[src/rtl/sensor_ultrasonico.sv]
// HC-SR04 style ultrasonic ranger: periodic trigger, echo pulse-width to centimetres,
// with timeout reporting (distancia=511, timeout=1) when no complete echo arrives.
module sensor_ultrasonico #(
  parameter int TRIG_CICLOS    = 500,
  parameter int CICLOS_POR_CM  = 2900,
  parameter int PERIODO_CICLOS = 3000000,
  parameter int TIMEOUT_CICLOS = 1500000
) (
  input  logic       clk,
  input  logic       reset_n,
  input  logic       echo,
  output logic       trigger,
  output logic [8:0] distancia,
  output logic       valido,
  output logic       timeout
);

  // estado     | significado
  // ESPERA     | idle until the period counter completes (or first cycle after reset)
  // DISPARO    | trigger high for TRIG_CICLOS cycles
  // ESPERA_ECO | waiting for a clean echo rising edge, timeout running
  // MIDIENDO   | counting echo-high cycles, timeout still running
  typedef enum logic [1:0] {ESPERA, DISPARO, ESPERA_ECO, MIDIENDO} estado_t;

  localparam int W_PER  = (PERIODO_CICLOS > 1) ? $clog2(PERIODO_CICLOS) : 1;
  localparam int W_TRIG = (TRIG_CICLOS    > 1) ? $clog2(TRIG_CICLOS)    : 1;
  localparam int W_TO   = (TIMEOUT_CICLOS > 1) ? $clog2(TIMEOUT_CICLOS) : 1;
  localparam int W_SUB  = (CICLOS_POR_CM  > 1) ? $clog2(CICLOS_POR_CM)  : 1;

  estado_t r_estado, w_estado_sig;

  logic              r_echo_m, r_echo_s, r_echo_d;
  logic              r_arrancado;
  logic [W_PER-1:0]  r_cnt_per;
  logic [W_TRIG-1:0] r_cnt_trig;
  logic [W_TO-1:0]   r_cnt_to;
  logic [W_SUB-1:0]  r_cnt_sub;
  logic [8:0]        r_cm;
  logic              r_trigger, r_valido, r_timeout;
  logic [8:0]        r_distancia;

  logic w_subida, w_bajada, w_fin_per, w_fin_trig, w_fin_to;
  logic w_fin_eco, w_fin_timeout, w_entra_disparo, w_cuenta;

  assign w_subida   = r_echo_s & ~r_echo_d;
  assign w_bajada   = ~r_echo_s & r_echo_d;
  assign w_fin_per  = (r_cnt_per  == W_PER'(PERIODO_CICLOS - 1));
  assign w_fin_trig = (r_cnt_trig == W_TRIG'(TRIG_CICLOS - 1));
  assign w_fin_to   = (r_cnt_to   == W_TO'(TIMEOUT_CICLOS - 1));

  always_ff @(posedge clk or negedge reset_n) begin
    if (!reset_n) r_estado <= ESPERA;
    else          r_estado <= w_estado_sig;
  end

  // r_arrancado forces the very first trigger right after reset release
  always_comb begin
    w_estado_sig = r_estado;
    case (r_estado)
      ESPERA:     if (!r_arrancado || w_fin_per) w_estado_sig = DISPARO;
      DISPARO:    if (w_fin_trig) w_estado_sig = ESPERA_ECO;
      ESPERA_ECO: if (w_fin_to) w_estado_sig = ESPERA;
                  else if (w_subida) w_estado_sig = MIDIENDO;
      MIDIENDO:   if (w_bajada || w_fin_to) w_estado_sig = ESPERA;
      default:    w_estado_sig = ESPERA;
    endcase
  end

  // A falling edge beats a simultaneous timeout
  always_comb begin
    w_fin_eco       = 1'b0;
    w_fin_timeout   = 1'b0;
    w_cuenta        = 1'b0;
    w_entra_disparo = (w_estado_sig == DISPARO) && (r_estado != DISPARO);
    case (r_estado)
      ESPERA_ECO: begin
        w_fin_timeout = w_fin_to;
        w_cuenta      = w_subida;
      end
      MIDIENDO: begin
        w_fin_eco     = w_bajada;
        w_fin_timeout = w_fin_to && !w_bajada;
        w_cuenta      = r_echo_s;
      end
      default: ;
    endcase
  end

  always_ff @(posedge clk or negedge reset_n) begin
    if (!reset_n) begin
      r_echo_m    <= 1'b0;
      r_echo_s    <= 1'b0;
      r_echo_d    <= 1'b0;
      r_arrancado <= 1'b0;
      r_cnt_per   <= '0;
      r_cnt_trig  <= '0;
      r_cnt_to    <= '0;
      r_cnt_sub   <= '0;
      r_cm        <= '0;
      r_trigger   <= 1'b0;
      r_valido    <= 1'b0;
      r_timeout   <= 1'b0;
      r_distancia <= '0;
    end else begin
      r_echo_m <= echo;
      r_echo_s <= r_echo_m;
      r_echo_d <= r_echo_s;

      if (w_entra_disparo) r_arrancado <= 1'b1;

      if (w_entra_disparo || w_fin_per) r_cnt_per <= '0;
      else                              r_cnt_per <= r_cnt_per + W_PER'(1);

      if (r_estado == DISPARO && !w_fin_trig) r_cnt_trig <= r_cnt_trig + W_TRIG'(1);
      else                                    r_cnt_trig <= '0;

      if (r_estado == ESPERA_ECO || r_estado == MIDIENDO) r_cnt_to <= r_cnt_to + W_TO'(1);
      else                                                r_cnt_to <= '0;

      if (w_entra_disparo) begin
        r_cnt_sub <= '0;
        r_cm      <= '0;
      end else if (w_cuenta) begin
        if (r_cnt_sub == W_SUB'(CICLOS_POR_CM - 1)) begin
          r_cnt_sub <= '0;
          if (r_cm != 9'd511) r_cm <= r_cm + 9'd1;
        end else begin
          r_cnt_sub <= r_cnt_sub + W_SUB'(1);
        end
      end

      r_trigger <= (w_estado_sig == DISPARO);
      r_valido  <= w_fin_eco || w_fin_timeout;
      if (w_fin_eco) begin
        r_distancia <= r_cm;
        r_timeout   <= 1'b0;
      end else if (w_fin_timeout) begin
        r_distancia <= 9'd511;
        r_timeout   <= 1'b1;
      end
    end
  end

  assign trigger   = r_trigger;
  assign distancia = r_distancia;
  assign valido    = r_valido;
  assign timeout   = r_timeout;

endmodule

[config.mk]
export PLATFORM = sky130hd
export DESIGN_NAME = sensor_ultrasonico
export DESIGN_NICKNAME = d
export VERILOG_FILES = /design/src/rtl/sensor_ultrasonico.sv
export SDC_FILE = /design/constraint.sdc
export NUM_CORES = 1
export LEC_CHECK = 0
export ABC_AREA = 1
export CORE_MARGIN = 1.5
export CORE_UTILIZATION = 31
export CTS_CLUSTER_DIAMETER = 60
export CTS_CLUSTER_SIZE = 8
export DETAILED_ROUTE_END_ITERATION = 6
export PLACE_DENSITY = 0.55
export SETUP_SLACK_MARGIN = 0.02
export SLEW_MARGIN = 20
export SYNTH_ARGS = -nofsm -noshare
export SYNTH_HDL_FRONTEND = slang
export SYNTH_SLANG_ARGS = --single-unit
[constraint.sdc]
create_clock -name clk -period 1.99 [get_ports clk]
set_input_delay 0.199 -clock clk [delete_from_list [all_inputs] [get_ports clk]]
set_output_delay 0.199 -clock clk [all_outputs]
set_load 0.005 [all_outputs]
==> results.yml, run 1 <==
clock_network:
  clock-sinks: 91
  clk_path_buf_depth: 2
  cts_root_buf: "clkbuf_16"
  cts_tree: "yes"
  clk_pin_slew_ps: 60
  cts_buffers: 9
  insertion_delay_ps: 340
  htreeDepth: 3
logic_synthesis:
  synth_area_um2: 4720
  synthCells: 587
  synth.ff_latch_count: 91
  ys_warn_count: 0
  synthArstFlopShare_pct: 100
  dominantRegCellSynth: "dfrtp_1"
  synth_area_per_cell_um2: 8.04
  synth-edff-count: 0
  ys_types: 34
  syn-num-nets: 596
  ys_seq_area_share_pct: 48.3
power_and_ir_drop:
  clockPowerShare_pct: 49.6
  p_sw_mw: 0.750
  pwr-share-comb_pct: 1.3
  seq_power_share_pct: 49.1
  ir_drop_uv: 448
  leakagePower_nw: 2.54
  switching_share_pct: 19.8
  internal_power_mw: 3.03
  p_per_area_nw_per_um2: 678
worst_setup_path:
  cp-start-kind: "flop"
  max_stage_delay_ps: 350
  reg2reg_slack_ps: 90
  reg2reg_depth: 9
  required_ps: 2210
  cp.arrival_ps: 2120
  timing.rr.end: "r_cm[5]$_DFFE_PN0P_"
  critPathSlowestCell: "dfrtp_1"
  worstPathCellList: "ha_2 > nand3_2 > nand3b_1 > nor3b_2 > ha_2 > o31ai_4 > buf_6 > nand2_1 > nand2_1"
  crit_path_end_kind: "flop"
  worst-setup-path-type: "reg -> reg"
  path_max_fanout: 6
  r2r-start: "r_cm[1]$_DFFE_PN0P_"
floorplanning:
  dieHeight_um: 126
  core_area_um2: 14700
  initial_core_util_pct: 32.1
  die-area_um2: 16000
  io_pins: 15
  num_rows: 44
  die_w_um: 126
final_layout:
  area_growth_pct: 18.2
  nets: 632
  n_antenna_cell: 0
  drive_gt1_share_pct: 10.2
hold_path:
  worstHoldStart: "echo"
  min_delay_path_depth: 1
  holdPathEnd: "r_echo_m$_DFF_PN0_"
  holdCritPathClass: "in -> reg"
timing:
  slew_violations: 0
  tightest_slew_ps: 518
  fin_worst_skew_ps: 3.27
  hold_ws_ps: 290
  finalHoldViolCount: 0
  relSlewSlack_pct: 65.5
  fmax_mhz: 525
  final.setup.tns_ps: 0
  setup_violations: 0
  finalWorstPathRequiredPeriod_ps: 1900
  min_period_over_period_pct: 95.7
  grt_setup_unrepaired: "true"
global_routing:
  antenna_found_initial: 0
  grt_usage_pct: 13.4
  grt_overflow_total: 0
  grt_max_degree: 39
  grt_pass1_vias: 3889
  grt_pass1_wl_um: 17400
detailed_routing:
  post_drt_wl_per_cell_um: 12.4
  via_per_inst: 4.71
  dr.pass1.iters: 4
  drt_iter0_markers: 277
  vias: 3822
  totalWireLength_um: 10000
  ant_nets: 0
  route.detailed.drc: 0
status:
  outcome: "completed"
job:
  maxCapViolCount: 0
placement:
  hpwl_um: 7050
  numPortBuffers: 14
  gp_congestion: 0.813
==> power groups by stage <==
| stage | sequential (mW) | clock (mW) | combinational (mW) |
|---|---|---|---|
| floorplan | 1.89 | 0 | 0.00125 |
| global placement | 1.89 | 0 | 0.0505 |
| detailed placement | 1.89 | 0 | 0.0518 |
| CTS | 1.85 | 1.94 | 0.0531 |
| global route | 1.85 | 2.00 | 0.0585 |
| finish | 1.86 | 1.88 | 0.0492 |
==> critical path, delay by kind of cell, from the launching register on <==
family,cells,cell delay (ps)
AOI/OAI and AO/OA,1,90
adders and majority gates,2,490
buffers and inverters,1,140
DFF,1,350
and+or+nand+nor,5,700
==> per-stage QoR <==
| stage | power, mW | util (%) | setup slack [ps] | cells | area, um^2 |
|---|---|---|---|---|---|
| floorplan | 1.89 | - | 130 | 587 | 4720 |
| global placement | 1.94 | 35.1 | 77.0 | 789 | 5160 |
| detailed placement | 1.94 | 35.1 | 5.60 | 789 | 5160 |
| CTS | 3.84 | 37.5 | 57.4 | 806 | 5510 |
| global route | 3.92 | 37.9 | -68.0 | 812 | 5580 |
| finish | 3.78 | 37.9 | 86.5 | 812 | 5580 |
==> cells in the final DEF (no fill, tap or decap), types with 4 or more instances in the layout <==
cell and count:
nand2_1 107, nor2_1 106, dfrtp_1 91, inv_1 72, nand3_1 28, a21oi_1 25, nand4_1 22, nor3_1 21
o21ai_0 21, xor2_1 18, buf_4 18, clkdlybuf4s50_1 13, xnor2_1 10, clkbuf_16 9, o311ai_0 7, nor3b_1 5
inv_2 4, nand3_2 4, or2_2 4, nor3_2 4, ha_1 4
==> synth_stat cells (9+ instances only) <==
library cell    n  share of area [%]
inv_1          72                5.7
nor3_1         21                2.2
dfrtp_1        91                 48
nor2_1        107                8.5
a21oi_1        25                2.7
xor2_1         18                3.3
nand2_1       107                8.5
o311ai_0        9                1.7
o21ai_0        21                2.2
nand3_1        29                3.1
xnor2_1        10                1.9
nand4_1        22                2.9
==> logic make-up (layout without fill, tap and decap cells) <==
kind of cell    count (synthesis)  after routing  share of synthesized area [%]
compound gates                 60             60                           7.66
xor+xnor                       28             28                           5.20
fa+ha+maj                       6              6                           1.59
buf+inv                        89            130                           7.48
flops                          91             91                           48.3
simple gates                  313            313                           29.8
==> layout make-up <==
class,count,area (um^2)
timing repair buffer,36,338
fill,1483,9120
multi-input combinational,407,2110
clock inverter,4,72.6
sequential,91,2280
inverter,78,293
clock buffer,12,256
tap,184,230
==> worst max path at each step <==
| stage | start | end | slack (ps) |
|---|---|---|---|
| final | r_cm[1]$_DFFE_PN0P_ | r_cm[5]$_DFFE_PN0P_ | 90 |
| after global routing | r_cm[1]$_DFFE_PN0P_ | r_cm[5]$_DFFE_PN0P_ | -70 |
| after CTS | r_cm[1]$_DFFE_PN0P_ | r_cm[5]$_DFFE_PN0P_ | 60 |
| after detailed placement | r_cm[1]$_DFFE_PN0P_ | r_cm[5]$_DFFE_PN0P_ | 6 |
| after global placement | r_cm[0]$_DFFE_PN0P_ | r_cm[8]$_DFFE_PN0P_ | 80 |
| after floorplan | r_cm[0]$_DFFE_PN0P_ | r_cm[6]$_DFFE_PN0P_ | 130 |
==> registers in the layout (all words and copies together), names as in the netlist, 2 cells and up <==
name and count:
distancia 9, r_cm 9, r_cnt_per 22, r_cnt_sub 12, r_cnt_to 21, r_cnt_trig 9
r_estado 2
==> layer usage <==
layer	part of all wire, %	vias to the layer above	global-route usage [%]
li1	-	1969	-
met1	48	1798	16.3
met2	48	48	22.8
met3	2.9	7	4.01
met4	1.2	0	4.33
met5	0	-	0
==> repair_timing <==
action	4_1_cts	5_1_grt
hold endpoints to repair	35	0
setup buffers	0	6
hold buffers	1	0
setup endpoints to repair	9	25
gates resized for setup	1	9
pin swaps	0	4
Power figures use the tool's default switching activity.
==> run 2: changes to the inputs <==
--- a/config.mk
+++ b/config.mk
@@ -5,12 +5,12 @@
 export SDC_FILE = /design/constraint.sdc
 export NUM_CORES = 1
 export LEC_CHECK = 0
-export ABC_AREA = 1
 export CORE_MARGIN = 1.5
 export CORE_UTILIZATION = 31
 export CTS_CLUSTER_DIAMETER = 60
 export CTS_CLUSTER_SIZE = 8
 export DETAILED_ROUTE_END_ITERATION = 6
+export HOLD_SLACK_MARGIN = 0.08
 export PLACE_DENSITY = 0.55
 export SETUP_SLACK_MARGIN = 0.02
 export SLEW_MARGIN = 20
==> run 2 against run 1 <==
Compared with the run above: the run now ends with setup timing left; first-iteration DRC count fell by 38%; maximum frequency shrank 8.0%; power fell by 4.0%; routed wire length down 6.5%; synthesized cell count shrank 22%; sequential share of layout area shrank 0.091 points; die area shrank 7.6%; worst setup slack lost 170 ps; largest cell class unchanged.
==> results.yml, run 2 <==
final_layout:
  drive_gt1_share_pct: 19.2
  n_antenna_cell: 0
  multi_input_area_um2: 2170
  final_area_um2: 5590
  largest_reg_flops: 22
  final_common_cell: "dfrtp_1"
  fillCellCount: 1374
  top_regs: "r_cnt_per (22), r_cnt_to (21), r_cnt_sub (12)"
  regArea_um2: 2280
  top_register: "r_cnt_per"
  layout_common_cells: "91 x dfrtp_1, 86 x nor2_1, 40 x buf_4, 31 x nand2_1, 30 x nand3_1"
  stdcell_count: 701
  nets: 526
  area_growth_pct: 28.4
logic_synthesis:
  synth_largest_area_cell: "dfrtp_1"
  dominantRegCellSynth: "dfrtp_1"
  syn-num-nets: 467
  synth.most_common_cell: "dfrtp_1"
  synthTopCellsByArea: "dfrtp_1 52%, nor2_1 7.5%, xnor2_1 5.2%, xor2_1 5.0%, nand3_1 3.8%"
  synth_top_area_share_pct: 52.3
  synthArstFlopShare_pct: 100
  synth-edff-count: 0
  synthCells: 458
  ys_seq_area_share_pct: 52.3
  synthTopCellsByCount: "91 x dfrtp_1, 87 x nor2_1, 33 x nand2_1, 33 x nand3_1, 26 x xnor2_1"
  synth.ff_latch_count: 91
  synth_area_um2: 4350
  synth_area_per_cell_um2: 9.50
  ys_types: 39
  ys_warn_count: 0
timing:
  finalWorstPathRequiredPeriod_ps: 2070
  fin_worst_skew_ps: 5.05
  slew_violations: 0
  min_period_over_period_pct: 104
  grt_setup_unrepaired: "true"
  layout_setup_ws_ps: -79.7
  final.setup.tns_ps: -722
  setup_violations: 17
  tightest_slew_ps: 645
  relSlewSlack_pct: 56.9
  finalHoldViolCount: 0
  fmax_mhz: 483
detailed_routing:
  via_per_inst: 4.90
  totalWireLength_um: 9380
  post_drt_wl_per_cell_um: 13.4
  route.detailed.drc: 0
  vias: 3438
  drt_iter0_markers: 172
  dr.pass1.iters: 4
  ant_nets: 0
global_routing:
  grt_pass1_wl_um: 16600
  grt_usage_pct: 14.1
  grt_overflow_total: 0
  antenna_found_initial: 0
  grt_pass1_vias: 3647
  grt_max_degree: 43
worst_setup_path:
  cp-start-kind: "flop"
  worst-setup-path-type: "reg -> reg"
  worstPathCellList: "ha_2 > and3_4 > and3_4 > and3_4 > ha_4 > nor4_4 > buf_4 > nand4_1 > xor2_1 > nor2_1"
  crit_path_end_kind: "flop"
  critical_path.most_common_cell: "and3_4"
  cp.arrival_ps: 2340
  required_ps: 2260
  path_max_fanout: 6
  critPathSlowestCell: "dfrtp_1"
  max_stage_delay_ps: 390
  worstPathBufferInverterCount: 1
  crit_family: "simple AND/OR/NAND/NOR gates"
clock_network:
  htreeDepth: 3
  clk_path_buf_depth: 2
  clock-sinks: 91
  cts_buffers: 9
  cts_tree: "yes"
  clk_pin_slew_ps: 60
  cts_root_buf: "clkbuf_16"
  insertion_delay_ps: 340
power_and_ir_drop:
  ir_drop_uv: 425
  p_per_area_nw_per_um2: 649
  leakagePower_nw: 2.42
  finalPower_mw: 3.63
floorplanning:
  core_area_um2: 13800
  dieHeight_um: 121
  num_rows: 43
  io_pins: 15
  initial_core_util_pct: 31.6
  die_w_um: 121
  die-area_um2: 14800
placement:
  numPortBuffers: 14
  place_inst: 673
  placed_cell_area_um2: 5000
  hpwl_um: 6220
  gp_congestion: 0.770
job:
  maxCapViolCount: 0
status:
  outcome: "finished, violations left"
  violations: "setup timing"
hold_path:
  holdCritPathClass: "in -> reg"
-- run 2: cell count changes after synthesis, moves of 9 or more --
cell / delta
nor2_1: -20
o21ai_0: -10
and3_1: +13
o311ai_0: -9
nor3_1: -11
nand2_1: -74
clkbuf_1: +9
xnor2_1: +16
inv_1: -59
-- run 2: per-layer routing --
layer | track usage [%] | up-vias | routed length, um
li1 | - | 1696 | -
met1 | 16.8 | 1701 | 4140
met2 | 23.7 | 30 | 4840
met3 | 4.14 | 11 | 244
met4 | 5.81 | 0 | 155
met5 | 0 | - | 0
-- run 2: area by class of cell --
type / count / share of cell area [%]
Sequential cell: 91 / 40.7
Tap cell: 180 / 4.03
Clock inverter: 2 / 0.627
Clock buffer: 13 / 4.66
Inverter: 13 / 0.873
Multi-Input combinational cell: 340 / 38.8
Timing Repair Buffer: 62 / 10.3
-- run 2: worst paths after layout --
path	startpoint	to	slack (ps)	cells after the start
max	r_cm[0]$_DFFE_PN0P_	r_cm[7]$_DFFE_PN0P_	-80	10
min	echo	r_echo_m$_DFF_PN0_	300	1
max reg2reg	r_cm[0]$_DFFE_PN0P_	r_cm[7]$_DFFE_PN0P_	-80	10
min reg2reg	r_echo_m$_DFF_PN0_	r_echo_s$_DFF_PN0_	400	0
max in group asynchronous	reset_n	r_cnt_per[12]$_DFF_PN0_	1030	3
min in group asynchronous	reset_n	r_cnt_to[12]$_DFF_PN0_	330	2
-- run 2: worst register-to-register path, delay by kind of cell (launching register included) --
family	cells	cell delay (ps)
buf+inv	1	200
flops	1	390
fa+ha+maj	2	330
xor+xnor	1	160
simple gates	6	910
-- run 2: cells by family after synthesis --
family	after synthesis	share of synthesized area [%]
AO/OA/AOI/OAI	51	6.84
XOR/XNOR	51	10.3
buffers and inverters	27	2.41
AND/OR/NAND/NOR	232	26.4
flip-flops	91	52.3
adder cells (fa/ha/maj)	6	1.72
-- run 2: through the flow --
step,hold WS (ps),setup WS [ps],utilization (%)
3_3_place_gp,179,-104,36.3
5_1_grt,298,-185,40.6
6_report,304,-79.7,40.6
4_1_cts,300,-90.8,39.3
3_5_place_dp,179,-112,36.3
2_1_floorplan,-96.6,-212,-
-- run 2: power breakdown --
group | internal [mW] | switching [mW] | leakage (nW)
sequential | 1.85 | 0.00261 | 1.23
combinational | 0.0113 | 0.0381 | 1.04
clock | 1.03 | 0.691 | 0.146
-- run 2: timing repair --
item,4_1_cts,5_1_grt
pin swaps,6,8
endpoints found under the hold margin,30,0
hold buffers,1,0
endpoints found under the setup margin,13,45
setup buffers,5,4
resized for setup,12,25
cloned,0,3
==> run 3: changes to the inputs <==
--- a/config.mk
+++ b/config.mk
@@ -6,14 +6,15 @@
 export NUM_CORES = 1
 export LEC_CHECK = 0
 export CORE_MARGIN = 1.5
-export CORE_UTILIZATION = 31
+export CORE_UTILIZATION = 55
 export CTS_CLUSTER_DIAMETER = 60
 export CTS_CLUSTER_SIZE = 8
 export DETAILED_ROUTE_END_ITERATION = 6
 export HOLD_SLACK_MARGIN = 0.08
-export PLACE_DENSITY = 0.55
+export PLACE_DENSITY = 0.83
 export SETUP_SLACK_MARGIN = 0.02
 export SLEW_MARGIN = 20
 export SYNTH_ARGS = -nofsm -noshare
 export SYNTH_HDL_FRONTEND = slang
 export SYNTH_SLANG_ARGS = --single-unit
+export TNS_END_PERCENT = 30
==> run 3 against run 2 <==
Compared with the run above: the run still ends with setup timing left; largest power group unchanged; power fell by 15%; routed wire length down 4.6%; largest cell class unchanged; flip-flop and latch count did not move.
==> results.yml, run 3 (synthesis gave the netlist of run 2 again) <==
clock_network:
  clock-sinks: 91
  cts_root_buf: "clkbuf_8"
  clk_path_buf_depth: 2
  cts_buffers: 9
  cts_tree: "yes"
  clk_pin_slew_ps: 90
  htreeDepth: 3
  insertion_delay_ps: 370
hold_path:
  min_delay_path_depth: 1
  holdPathEnd: "r_echo_m$_DFF_PN0_"
  worstHoldStart: "echo"
  holdCritPathClass: "in -> reg"
global_routing:
  antenna_found_initial: 0
  grt_overflow_total: 0
  grt_pass1_wl_um: 15200
  grt_max_degree: 41
  grt_usage_pct: 22.6
  grt_pass1_vias: 3413
placement:
  hpwl_um: 5930
  numPortBuffers: 14
  gp_congestion: 0.854
timing:
  slew_violations: 0
  finalWorstPathRequiredPeriod_ps: 2190
  relSlewSlack_pct: 57.5
  grt_setup_unrepaired: "true"
  fmax_mhz: 457
  final.setup.tns_ps: -2330
  min_period_over_period_pct: 110
  fin_worst_skew_ps: 15.3
  setup_violations: 21
  finalHoldViolCount: 0
  tightest_slew_ps: 636
  layout_setup_ws_ps: -198
floorplanning:
  dieHeight_um: 92.0
  die-area_um2: 8460
  core_area_um2: 7690
  io_pins: 15
  initial_core_util_pct: 56.6
  die_w_um: 92.0
  num_rows: 32
power_and_ir_drop:
  leakagePower_nw: 2.28
  ir_drop_uv: 357
  p_per_area_nw_per_um2: 593
worst_setup_path:
  timing.rr.end: "r_cm[7]$_DFFE_PN0P_"
  reg2reg_slack_ps: -200
  worstPathBufferInverterCount: 1
  cp-start-kind: "flop"
  crit_path_end_kind: "flop"
  max_stage_delay_ps: 390
  required_ps: 2250
  worstPathCellList: "ha_2 > and3_4 > and3_4 > and3_4 > ha_4 > nor4_4 > buf_4 > nand4_1 > xor2_1 > nor2_1"
  reg2reg_depth: 10
  worst-setup-path-type: "reg -> reg"
  critPathSlowestCell: "dfrtp_1"
  crit_family: "simple AND/OR/NAND/NOR gates"
  critical_path.most_common_cell: "and3_4"
  cp.arrival_ps: 2440
  path_max_fanout: 6
  r2r-start: "r_cm[1]$_DFFE_PN0P_"
detailed_routing:
  ant_nets: 0
  totalWireLength_um: 8950
  post_drt_wl_per_cell_um: 14.7
  vias: 3455
  route.detailed.drc: 0
  drt_iter0_markers: 160
  dr.pass1.iters: 4
  via_per_inst: 5.65
final_layout:
  area_growth_pct: 19.8
  final_common_cell: "dfrtp_1"
  drive_gt1_share_pct: 15.5
  layout_common_cells: "90 x dfrtp_1, 86 x nor2_1, 32 x nand3_1, 31 x nand2_1, 30 x buf_4"
  nets: 513
  fin_util_pct: 67.8
  n_antenna_cell: 0
  top_register: "r_cnt_per"
  largest_reg_flops: 22
  top_regs: "r_cnt_per (22), r_cnt_to (21), r_cnt_sub (12)"
status:
  outcome: "finished, violations left"
  violations: "setup timing"
job:
  maxCapViolCount: 0
-- run 3: report_power, final --
group	total (mW)	internal [mW]	switching (mW)
Clock	1.19	0.478	0.714
Combinational	0.0486	0.0113	0.0373
Sequential	1.85	1.85	0.00184
Total	3.09	2.34	0.753
-- run 3: how the worst max path moves through the flow --
stage,startpoint,endpoint,slack (ps),depth (start not counted)
after floorplan,r_cm[0]$_DFFE_PN0P_,r_cm[5]$_DFFE_PN0P_,-220,9
after global placement,r_cm[1]$_DFFE_PN0P_,r_cm[7]$_DFFE_PN0P_,-110,10
after detailed placement,r_cm[1]$_DFFE_PN0P_,r_cm[7]$_DFFE_PN0P_,-190,10
after CTS,r_cm[1]$_DFFE_PN0P_,r_cm[7]$_DFFE_PN0P_,-210,10
after global routing,r_cm[1]$_DFFE_PN0P_,r_cm[7]$_DFFE_PN0P_,-280,10
final,r_cm[1]$_DFFE_PN0P_,r_cm[7]$_DFFE_PN0P_,-200,10
-- run 3: layout make-up --
type | count | area, um^2
Fill cell | 568 | 2470
Timing Repair Buffer | 49 | 442
Sequential cell | 91 | 2280
Multi-Input combinational cell | 340 | 2130
Clock buffer | 9 | 124
Tap cell | 102 | 128
Inverter | 13 | 48.8
Clock inverter | 7 | 60.1
-- run 3: worst reg2reg max path, stage by stage, from the launching register on --
cell     delay (ps)
dfrtp_1         390
ha_2            190
and3_4          180
and3_4          140
and3_4          150
ha_4            160
nor4_4          310
buf_4           200
nand4_1         120
xor2_1          200
nor2_1           50
-- run 3: timing repair --
item | 4_1_cts | 5_1_grt
gates resized for setup | 3 | 23
pin swaps | 1 | 9
setup buffers | 1 | 3
endpoints found under the setup margin | 21 | 54
hold buffers | 1 | 0
hold endpoints to repair | 38 | 0
cloned | 0 | 1
-- run 3: routing by layer --
metal	GRT usage [%]	part of all wire [%]
met1	28.2	46
met2	38.5	50
met3	6.22	2.6
met4	6.54	1.2
met5	0	0
-- run 3: per-stage QoR --
stage / std cells / worst slack (ps) / power, mW / hold WS [ps] / area [um^2]
after global routing: 611 / -282 / 3.21 / 254 / 5220
final: 611 / -198 / 3.09 / 281 / 5220
after CTS: 607 / -209 / 3.13 / 266 / 5080
after global placement: 589 / -110 / 1.94 / 207 / 4860
after floorplan: 458 / -216 / 1.89 / -96.6 / 4400
after detailed placement: 589 / -190 / 1.94 / 209 / 4860
